$ cat src/rtl/fir_da_sequencer_if.sv
// Output valid/ready channel of the DA FIR sequencer.
// The master side presents completed filter results; the slave side accepts them.
interface fir_da_sequencer_if #(
  parameter int ACC_W = 32
);
  logic             out_valid;
  logic             out_ready;
  logic [ACC_W-1:0] out_data;

  modport master (output out_valid, output out_data, input out_ready);
  modport slave  (input out_valid, input out_data, output out_ready);
endinterface

$ cat src/rtl/fir_da_sequencer.sv
// Per-sample controller for the 64-tap distributed-arithmetic FIR core (clk3 domain).
// Optional build macro FIR_SEQ_STATUS_EN adds saturating sample_cnt/stall_cnt status outputs.
module fir_da_sequencer #(
  parameter int DATA_W = 16,
  parameter int ACC_W  = 32,
  parameter int RD_LAT = 1,
  parameter int BIT_W  = 4
) (
  input  logic               clk3,
  input  logic               reset_n,
  input  logic               enable,
  input  logic               fifo_empty,
  output logic               fifo_read,
  output logic               tap_shift,
  output logic               sreg_load,
  output logic               da_clr,
  output logic               da_en,
  output logic               da_sign,
  output logic [BIT_W-1:0]   bit_idx,
  input  logic [ACC_W-1:0]   da_sum,
  output logic               busy,
`ifdef FIR_SEQ_STATUS_EN
  output logic [15:0]        sample_cnt,
  output logic [15:0]        stall_cnt,
`endif
  fir_da_sequencer_if.master out_if
);

  typedef enum logic [2:0] {
    S_IDLE, S_FETCH, S_WAIT, S_LOAD, S_CALC, S_DRAIN, S_OUT
  } state_e;

  localparam logic [BIT_W-1:0] BIT_LAST  = BIT_W'(DATA_W - 1);
  localparam logic [1:0]       WAIT_LAST = 2'((RD_LAT > 0) ? RD_LAT - 1 : 0);

  state_e           state_q, state_d;
  logic [BIT_W-1:0] bit_q, bit_d;
  logic [1:0]       wait_q, wait_d;
  logic [ACC_W-1:0] data_q, data_d;
  logic             fetchable;

  assign fetchable = enable & ~fifo_empty;

  always_comb begin
    // NOTE: every _d gets its hold value first; a path that left one unassigned would infer a latch.
    state_d = state_q;
    bit_d   = bit_q;
    wait_d  = wait_q;
    data_d  = data_q;
    case (state_q)
      S_IDLE:  if (fetchable) state_d = S_FETCH;
      S_FETCH: begin
        wait_d  = '0;
        state_d = (RD_LAT == 0) ? S_LOAD : S_WAIT;
      end
      S_WAIT: begin
        if (wait_q == WAIT_LAST) state_d = S_LOAD;
        else                     wait_d  = wait_q + 2'd1;
      end
      S_LOAD: begin
        bit_d   = '0;
        state_d = S_CALC;
      end
      S_CALC: begin
        if (bit_q == BIT_LAST) state_d = S_DRAIN;
        else                   bit_d   = bit_q + 1'b1;
      end
      // One extra cycle lets the DA accumulator's output register settle before capture.
      S_DRAIN: begin
        data_d  = da_sum;
        state_d = S_OUT;
      end
      S_OUT: begin
        if (out_if.out_ready) state_d = fetchable ? S_FETCH : S_IDLE;
      end
      default: state_d = S_IDLE;
    endcase
  end

  always_ff @(posedge clk3) begin
    // NOTE: non-blocking so every register samples the values from before this edge.
    if (!reset_n) begin
      state_q <= S_IDLE;
      bit_q   <= '0;
      wait_q  <= '0;
      data_q  <= '0;
    end else begin
      state_q <= state_d;
      bit_q   <= bit_d;
      wait_q  <= wait_d;
      data_q  <= data_d;
    end
  end

  // Strobes decode purely from registered state: no input-to-output paths.
  assign fifo_read        = (state_q == S_FETCH);
  assign tap_shift        = (state_q == S_LOAD);
  assign sreg_load        = (state_q == S_LOAD);
  assign da_clr           = (state_q == S_LOAD);
  assign da_en            = (state_q == S_CALC);
  assign da_sign          = (state_q == S_CALC) && (bit_q == BIT_LAST);
  assign bit_idx          = bit_q;
  assign busy             = (state_q != S_IDLE);
  assign out_if.out_valid = (state_q == S_OUT);
  assign out_if.out_data  = data_q;

`ifdef FIR_SEQ_STATUS_EN
  logic [15:0] sample_cnt_q, sample_cnt_d;
  logic [15:0] stall_cnt_q, stall_cnt_d;

  always_comb begin
    sample_cnt_d = sample_cnt_q;
    stall_cnt_d  = stall_cnt_q;
    if (state_q == S_OUT) begin
      if (out_if.out_ready && sample_cnt_q != 16'hFFFF) sample_cnt_d = sample_cnt_q + 16'd1;
      if (!out_if.out_ready && stall_cnt_q != 16'hFFFF) stall_cnt_d  = stall_cnt_q + 16'd1;
    end
  end

  always_ff @(posedge clk3) begin
    if (!reset_n) begin
      sample_cnt_q <= '0;
      stall_cnt_q  <= '0;
    end else begin
      sample_cnt_q <= sample_cnt_d;
      stall_cnt_q  <= stall_cnt_d;
    end
  end

  assign sample_cnt = sample_cnt_q;
  assign stall_cnt  = stall_cnt_q;
`endif

endmodule

$ cat src/flat_wrapper.sv
// flat-port wrapper written by rule: the top's interface ports become plain ports
module fir_da_sequencer_flat 
#(
  parameter int DATA_W = 16,
  parameter int ACC_W  = 32,
  parameter int RD_LAT = 1,
  parameter int BIT_W  = 4
)
  (clk3, reset_n, enable, fifo_empty, fifo_read, tap_shift, sreg_load, da_clr, da_en, da_sign, bit_idx, da_sum, busy, out_if_out_valid, out_if_out_data, out_if_out_ready);
  fir_da_sequencer_if #(.ACC_W(ACC_W)) out_if_i ();
  input  logic clk3;
  input  logic reset_n;
  input  logic enable;
  input  logic fifo_empty;
  output logic fifo_read;
  output logic tap_shift;
  output logic sreg_load;
  output logic da_clr;
  output logic da_en;
  output logic da_sign;
  output logic [BIT_W-1:0] bit_idx;
  input  logic [ACC_W-1:0] da_sum;
  output logic busy;
  output wire logic [$bits(out_if_i.out_valid)-1:0] out_if_out_valid;
  output wire logic [$bits(out_if_i.out_data)-1:0] out_if_out_data;
  input wire logic [$bits(out_if_i.out_ready)-1:0] out_if_out_ready;
  assign out_if_out_valid = out_if_i.out_valid;
  assign out_if_out_data = out_if_i.out_data;
  assign out_if_i.out_ready = out_if_out_ready;
  fir_da_sequencer #(.DATA_W(DATA_W), .ACC_W(ACC_W), .RD_LAT(RD_LAT), .BIT_W(BIT_W)) u_core (.clk3(clk3), .reset_n(reset_n), .enable(enable), .fifo_empty(fifo_empty), .fifo_read(fifo_read), .tap_shift(tap_shift), .sreg_load(sreg_load), .da_clr(da_clr), .da_en(da_en), .da_sign(da_sign), .bit_idx(bit_idx), .da_sum(da_sum), .busy(busy), .out_if(out_if_i));
endmodule
$ cat config.mk
export PLATFORM = sky130hd
export DESIGN_NAME = fir_da_sequencer_flat
export DESIGN_NICKNAME = d
export VERILOG_FILES = /design/src/rtl/fir_da_sequencer_if.sv /design/src/rtl/fir_da_sequencer.sv /design/src/flat_wrapper.sv
export SDC_FILE = /design/constraint.sdc
export NUM_CORES = 1
export LEC_CHECK = 0
export BUFFER_PORTS_ARGS = -buffer_cell sky130_fd_sc_hd__buf_2
export CAP_MARGIN = 20
export CORE_MARGIN = 2
export CORE_UTILIZATION = 45
export CTS_BUF_LIST = sky130_fd_sc_hd__clkbuf_8 sky130_fd_sc_hd__clkbuf_16
export DETAILED_ROUTE_END_ITERATION = 12
export PLACE_DENSITY = 0.83
export REMOVE_ABC_BUFFERS = 1
export SKIP_CTS_REPAIR_TIMING = 1
export SYNTH_ARGS = -nofsm -noshare
export SYNTH_HDL_FRONTEND = slang
export SYNTH_SLANG_ARGS = --single-unit
$ cat constraint.sdc
create_clock -name clk3 -period 1.6 [get_ports clk3]
set_input_delay 0.32 -clock clk3 [delete_from_list [all_inputs] [get_ports clk3]]
set_output_delay 0.32 -clock clk3 [all_outputs]
set_load 0.1 [all_outputs]
# After elaboration in Yosys (flattened, before gate mapping)

Cells that the tools add are included.

Bits in registers: 41
Input port bits: 37
Output and inout port bits: 44
Logic and storage cells: 40

Add/subtract/negate cells: 2
Eq/ne operators: 13
Mux-type cells: 10
Bitwise operators: 2
Reductions and logical operators: 9

Operators with widths:

| cell                | number |
|---|---|
| $pmux 3 s7          | 1 |
| $mux 3              | 4 |
| $eq 3x3->1 const B  | 3 |
| $ne 2x1->1 const B  | 4 |
| $pmux 4 s2          | 1 |
| $eq 3x2->1 const B  | 2 |
| $add 4x1->4 const B | 1 |
| $eq 4x4->1 const B  | 1 |
| $mux 4              | 1 |
| $ne 2x2->1 const B  | 2 |
| $pmux 2 s2          | 1 |
| $reduce_and 2->1    | 2 |
| $reduce_and 4->1    | 1 |
| $reduce_bool 2->1   | 2 |
| $eq 3x1->1 const B  | 1 |
| $logic_not 3->1     | 1 |
| $reduce_bool 3->1   | 1 |
| $add 2x1->2 const B | 1 |
| $logic_not 2->1     | 1 |
| $mux 2              | 1 |
| $and 1x1->1         | 1 |
| $logic_and 1x1->1   | 1 |
| $mux 1              | 1 |
| $not 1->1           | 1 |

# Logic depth before layout (Yosys ltp)

Depth after elaboration: 5
Gate-level depth with buffers: 6

# Worst setup path after synthesis

OpenSTA, ideal clock, no wires.

Path type: flip-flop to output port
From: register u_core.bit_q[1], in the netlist u_core.bit_idx[1]
To: output port da_sign
Arrival time: 2.698 ns
Data required time: 1.280 ns
Slack: -1.418 ns
Stages on the path, launching flop included: 4
Path through: dfxtp_1 -> ha_1 -> nand3_1 -> nor2_1

Cells in the longest elaborated chain, start to end: 2

RTL lines:

| item                   | RTL line                | source |
|---|---|---|
| from (decl)            | fir_da_sequencer.sv:37  | `logic [BIT_W-1:0] bit_q, bit_d;` |
| from (signal assigned) | fir_da_sequencer.sv:89  | `bit_q <= bit_d;` |
| $eq 4x4->1             | fir_da_sequencer.sv:101 | `assign da_sign = (state_q == S_CALC) && (bit_q == BIT_LAST);` |
| $logic_and 1x1->1      | fir_da_sequencer.sv:101 |  |
| to (decl)              | flat_wrapper.sv:20      | `output logic da_sign;` |

Every way passes these cells.

# Final worst setup path

From: register u_core.state_q[2]
To: output port da_en

Cells in the longest elaborated chain, start to end: 1

RTL lines:

| item                   | RTL line                | source |
|---|---|---|
| from (decl)            | fir_da_sequencer.sv:36  | `state_e state_q, state_d;` |
| from (signal assigned) | fir_da_sequencer.sv:88  | `state_q <= state_d;` |
| $eq 3x3->1             | fir_da_sequencer.sv:100 | `assign da_en = (state_q == S_CALC);` |
| to (decl)              | flat_wrapper.sv:19      | `output logic da_en;` |

Every way passes these cells.

==> reports/qor.txt <==
Number of antenna diodes: 0
Wirelength per Cell: 11.59 um
Switching Power: 0.0004822 W
Number of placed instances, taps included: 330
Cell taking the most area after synthesis: dfxtp_1
Starting DRC count in detailed routing: 60
Sequential power share: 48.5%
Proportion of power drawn by combinational gates: 12.9%
Worst slew margin relative to its limit: 67.38%
Part of the total power dissipated in the clock network: 38.6%
Post-synthesis sequential area ratio: 47.92%
Crit path max fanout: 5
Leading register cell type out of synthesis: dfxtp_1
Iteration count of the initial detailed-routing pass: 4
HPWL after detailed placement: 2780 um
Required time of the critical path: 1.28 ns
Total GRT Usage: 19.11%
Internal power: 0.001648 W
Worst-path clk slew: 0.07 ns
Pin count of the biggest net entering global routing: 33
Status: complete, but fails checks
Post-route clock skew: 0.004414 ns
Number of top-level pins: 81
Via count of the first global-routing pass: 1568
Area of all sequential standard cells: 829.5 um2
Clock network latency to the later pin of the worst-skew pair: 0.28 ns
Final hold violations: 0
Share of flip-flops with an asynchronous set or reset after synthesis: 0%
Max Fclk: 0.5922 GHz
Initial core utilization: 46.79%
Global Route met3 Usage: 4.623%
RD Place Congestion: 0.8299
Buffer cell driving the clock tree root: clkbuf_8
Multi-input logic area: 828.3 um2
Full die area: 0.004316 mm2
Crit path launch type: register
Die Span Y: 65.70 um
Peak VDD IR: 0.0006841 V
Standard cell core area: 0.003661 mm2
Clock tree from TritonCTS: done
Number of core rows: 22
Maximum number of buffers from clock root to sink: 2
Final count of pins violating max slew: 0
H-Tree Level Count: 2
Cell with the most instances after synthesis: nand2_1
Crit Path Class: register to primary output
Violated checks: negative setup slack
Final TNS setup: -0.4193 ns
Share of post-route cells with drive strength above 1: 38.64%
Largest cells by area after synthesis: dfxtp_1, nand2_1, a21boi_0
Final Cycle Share: 105.5%
Nature of the critical path endpoint: primary output
Final setup fails: 7
Cell area after synthesis: 0.001713 mm2
Tightest Hold Check Type: input pin to register
Synth-to-layout area growth: 47.48%
Worst Hold Margin: 0.2747 ns
Most crowded layer after global routing: met2
Number of port buffers: 80
Clock sink count: 41
Number of vias per cell: 4.848
Worst Slack Setup Final: -0.08867 ns
Number of vias in the routed layout: 1663
Number of antenna-violating nets in the routed design: 0
Number of DRC violations after detailed routing: 0
Maximum capacitance violations: 0
Nets@finish: 333
Post-synth EDFFs: 0
Average size of a mapped cell: 8.157 um2
Switching share of power: 22.64%
Final global-route overflow total: 0
Initial antenna violation count: 0
Die X: 65.70 um
Layout filler cell count: 290
Met2 usage in global routing: 34.72%
Unrepaired setup endpoints after global routing: true
Area after detailed placement: 0.002308 mm2
Count of non-filler cells in the finished layout: 343
Number of distinct library cells after synthesis: 29
GR met1 Demand/Resource: 21.05%
Share of the synthesized area in the top cell type: 47.92%
Post-layout min period: 1.689 ns
Total clock buffers created by CTS: 5
Crit path arrival time: 1.37 ns
Tightest Pin Transition: 0.4927 ns
Total routed wirelength: 3977 um
Total Power: 0.002130 W
Areal power density over the cells: 843.3 mW/mm2
Summed area of non-filler cells in the final layout: 0.002526 mm2
Cell leakage power: 1.099 nW
Wire length of the first global-routing pass: 6417 um
Cells after synthesis: 210
Post-synth top cells: nand2_1, dfxtp_1, a21boi_0, clkbuf_1, inv_1
YS warnings: 0
Yosys reg bits: 41
per-layer routing:
metal | vias up | wire length, um | part of all wire (%)
met3 | 4 | 220 | 5.5
met2 | 49 | 1991 | 50
met1 | 753 | 1716 | 43
li1 | 857 | - | -
met5 | - | 0 | 0
met4 | 0 | 48 | 1.2
power groups by stage:
stage | clock (W) | sequential, W | combinational [W]
floorplan | 0 | 0.00108 | 0.000103
global placement | 0 | 0.00105 | 0.000246
detailed placement | 0 | 0.00106 | 0.000249
CTS | 0.000848 | 0.00103 | 0.000250
global route | 0.000887 | 0.00103 | 0.000292
finish | 0.000822 | 0.00103 | 0.000275
layout make-up:
type / instances / area share, %
sequential: 41 / 32.84
multi-input combinational: 146 / 32.79
timing repair buffer: 94 / 26.35
clock buffer: 6 / 3.269
tap: 48 / 2.377
clock inverter: 2 / 1.337
inverter: 6 / 1.040
state kept, by name, indices dropped and copies added, names as in the netlist:
signal                  flops
u_core.wait_q               2
u_core.state_q              3
u_core.out_if.out_data     32
u_core.bit_idx              4
path summary, 6_finish.rpt:
path	from	end	slack (ns)	cells past startpoint
worst max-delay path	u_core.state_q[2]$_SDFFE_PN0P_	da_en	-0.09	3
worst min-delay path	da_sum[0]	u_core.out_if.out_data[0]$_SDFFE_PN0N_	0.27	3
worst max register to register	u_core.state_q[2]$_SDFFE_PN0P_	u_core.bit_idx[0]$_SDFFE_PN0P_	0.10	4
worst min register to register	u_core.out_if.out_data[0]$_SDFFE_PN0N_	u_core.out_if.out_data[0]$_SDFFE_PN0N_	0.46	2
cell usage in the layout (no fill, tap or decap), types with 2 or more instances in the layout:
cell,instances
buf_6,4
nand2b_1,2
buf_2,72
buf_12,10
nand3_1,2
inv_1,5
clkbuf_8,6
nor2_1,3
dfxtp_2,4
nand2_1,70
o31ai_1,2
buf_4,8
ha_1,2
dfxtp_1,36
a21boi_0,34
o22ai_1,2
a21oi_1,4
and3_1,2
nand3b_1,2
o21ai_0,2
or3_1,3
per-stage QoR:
stage                     utilization [%]  setup slack, ns
final                               69.00         -0.08867
after global routing                69.00          -0.1261
after CTS                           66.23          -0.2355
after detailed placement            63.06          0.08219
after global placement              63.06           0.1228
after floorplan                         -           -1.418
logic make-up after synthesis:
logic type / Yosys count / share of synthesized area [%]
compound gates: 49 / 20.60
fa+ha+maj: 2 / 1.461
buf+inv: 23 / 5.843
flops: 41 / 47.92
mux: 1 / 0.5844
simple gates: 94 / 23.59
critical path, cell delays in order (launching register included):
cell     delay, ns
dfxtp_4       0.37
or3b_4        0.41
inv_1         0.12
buf_12        0.18
Note: power is estimated with default switching activity, not from simulation.
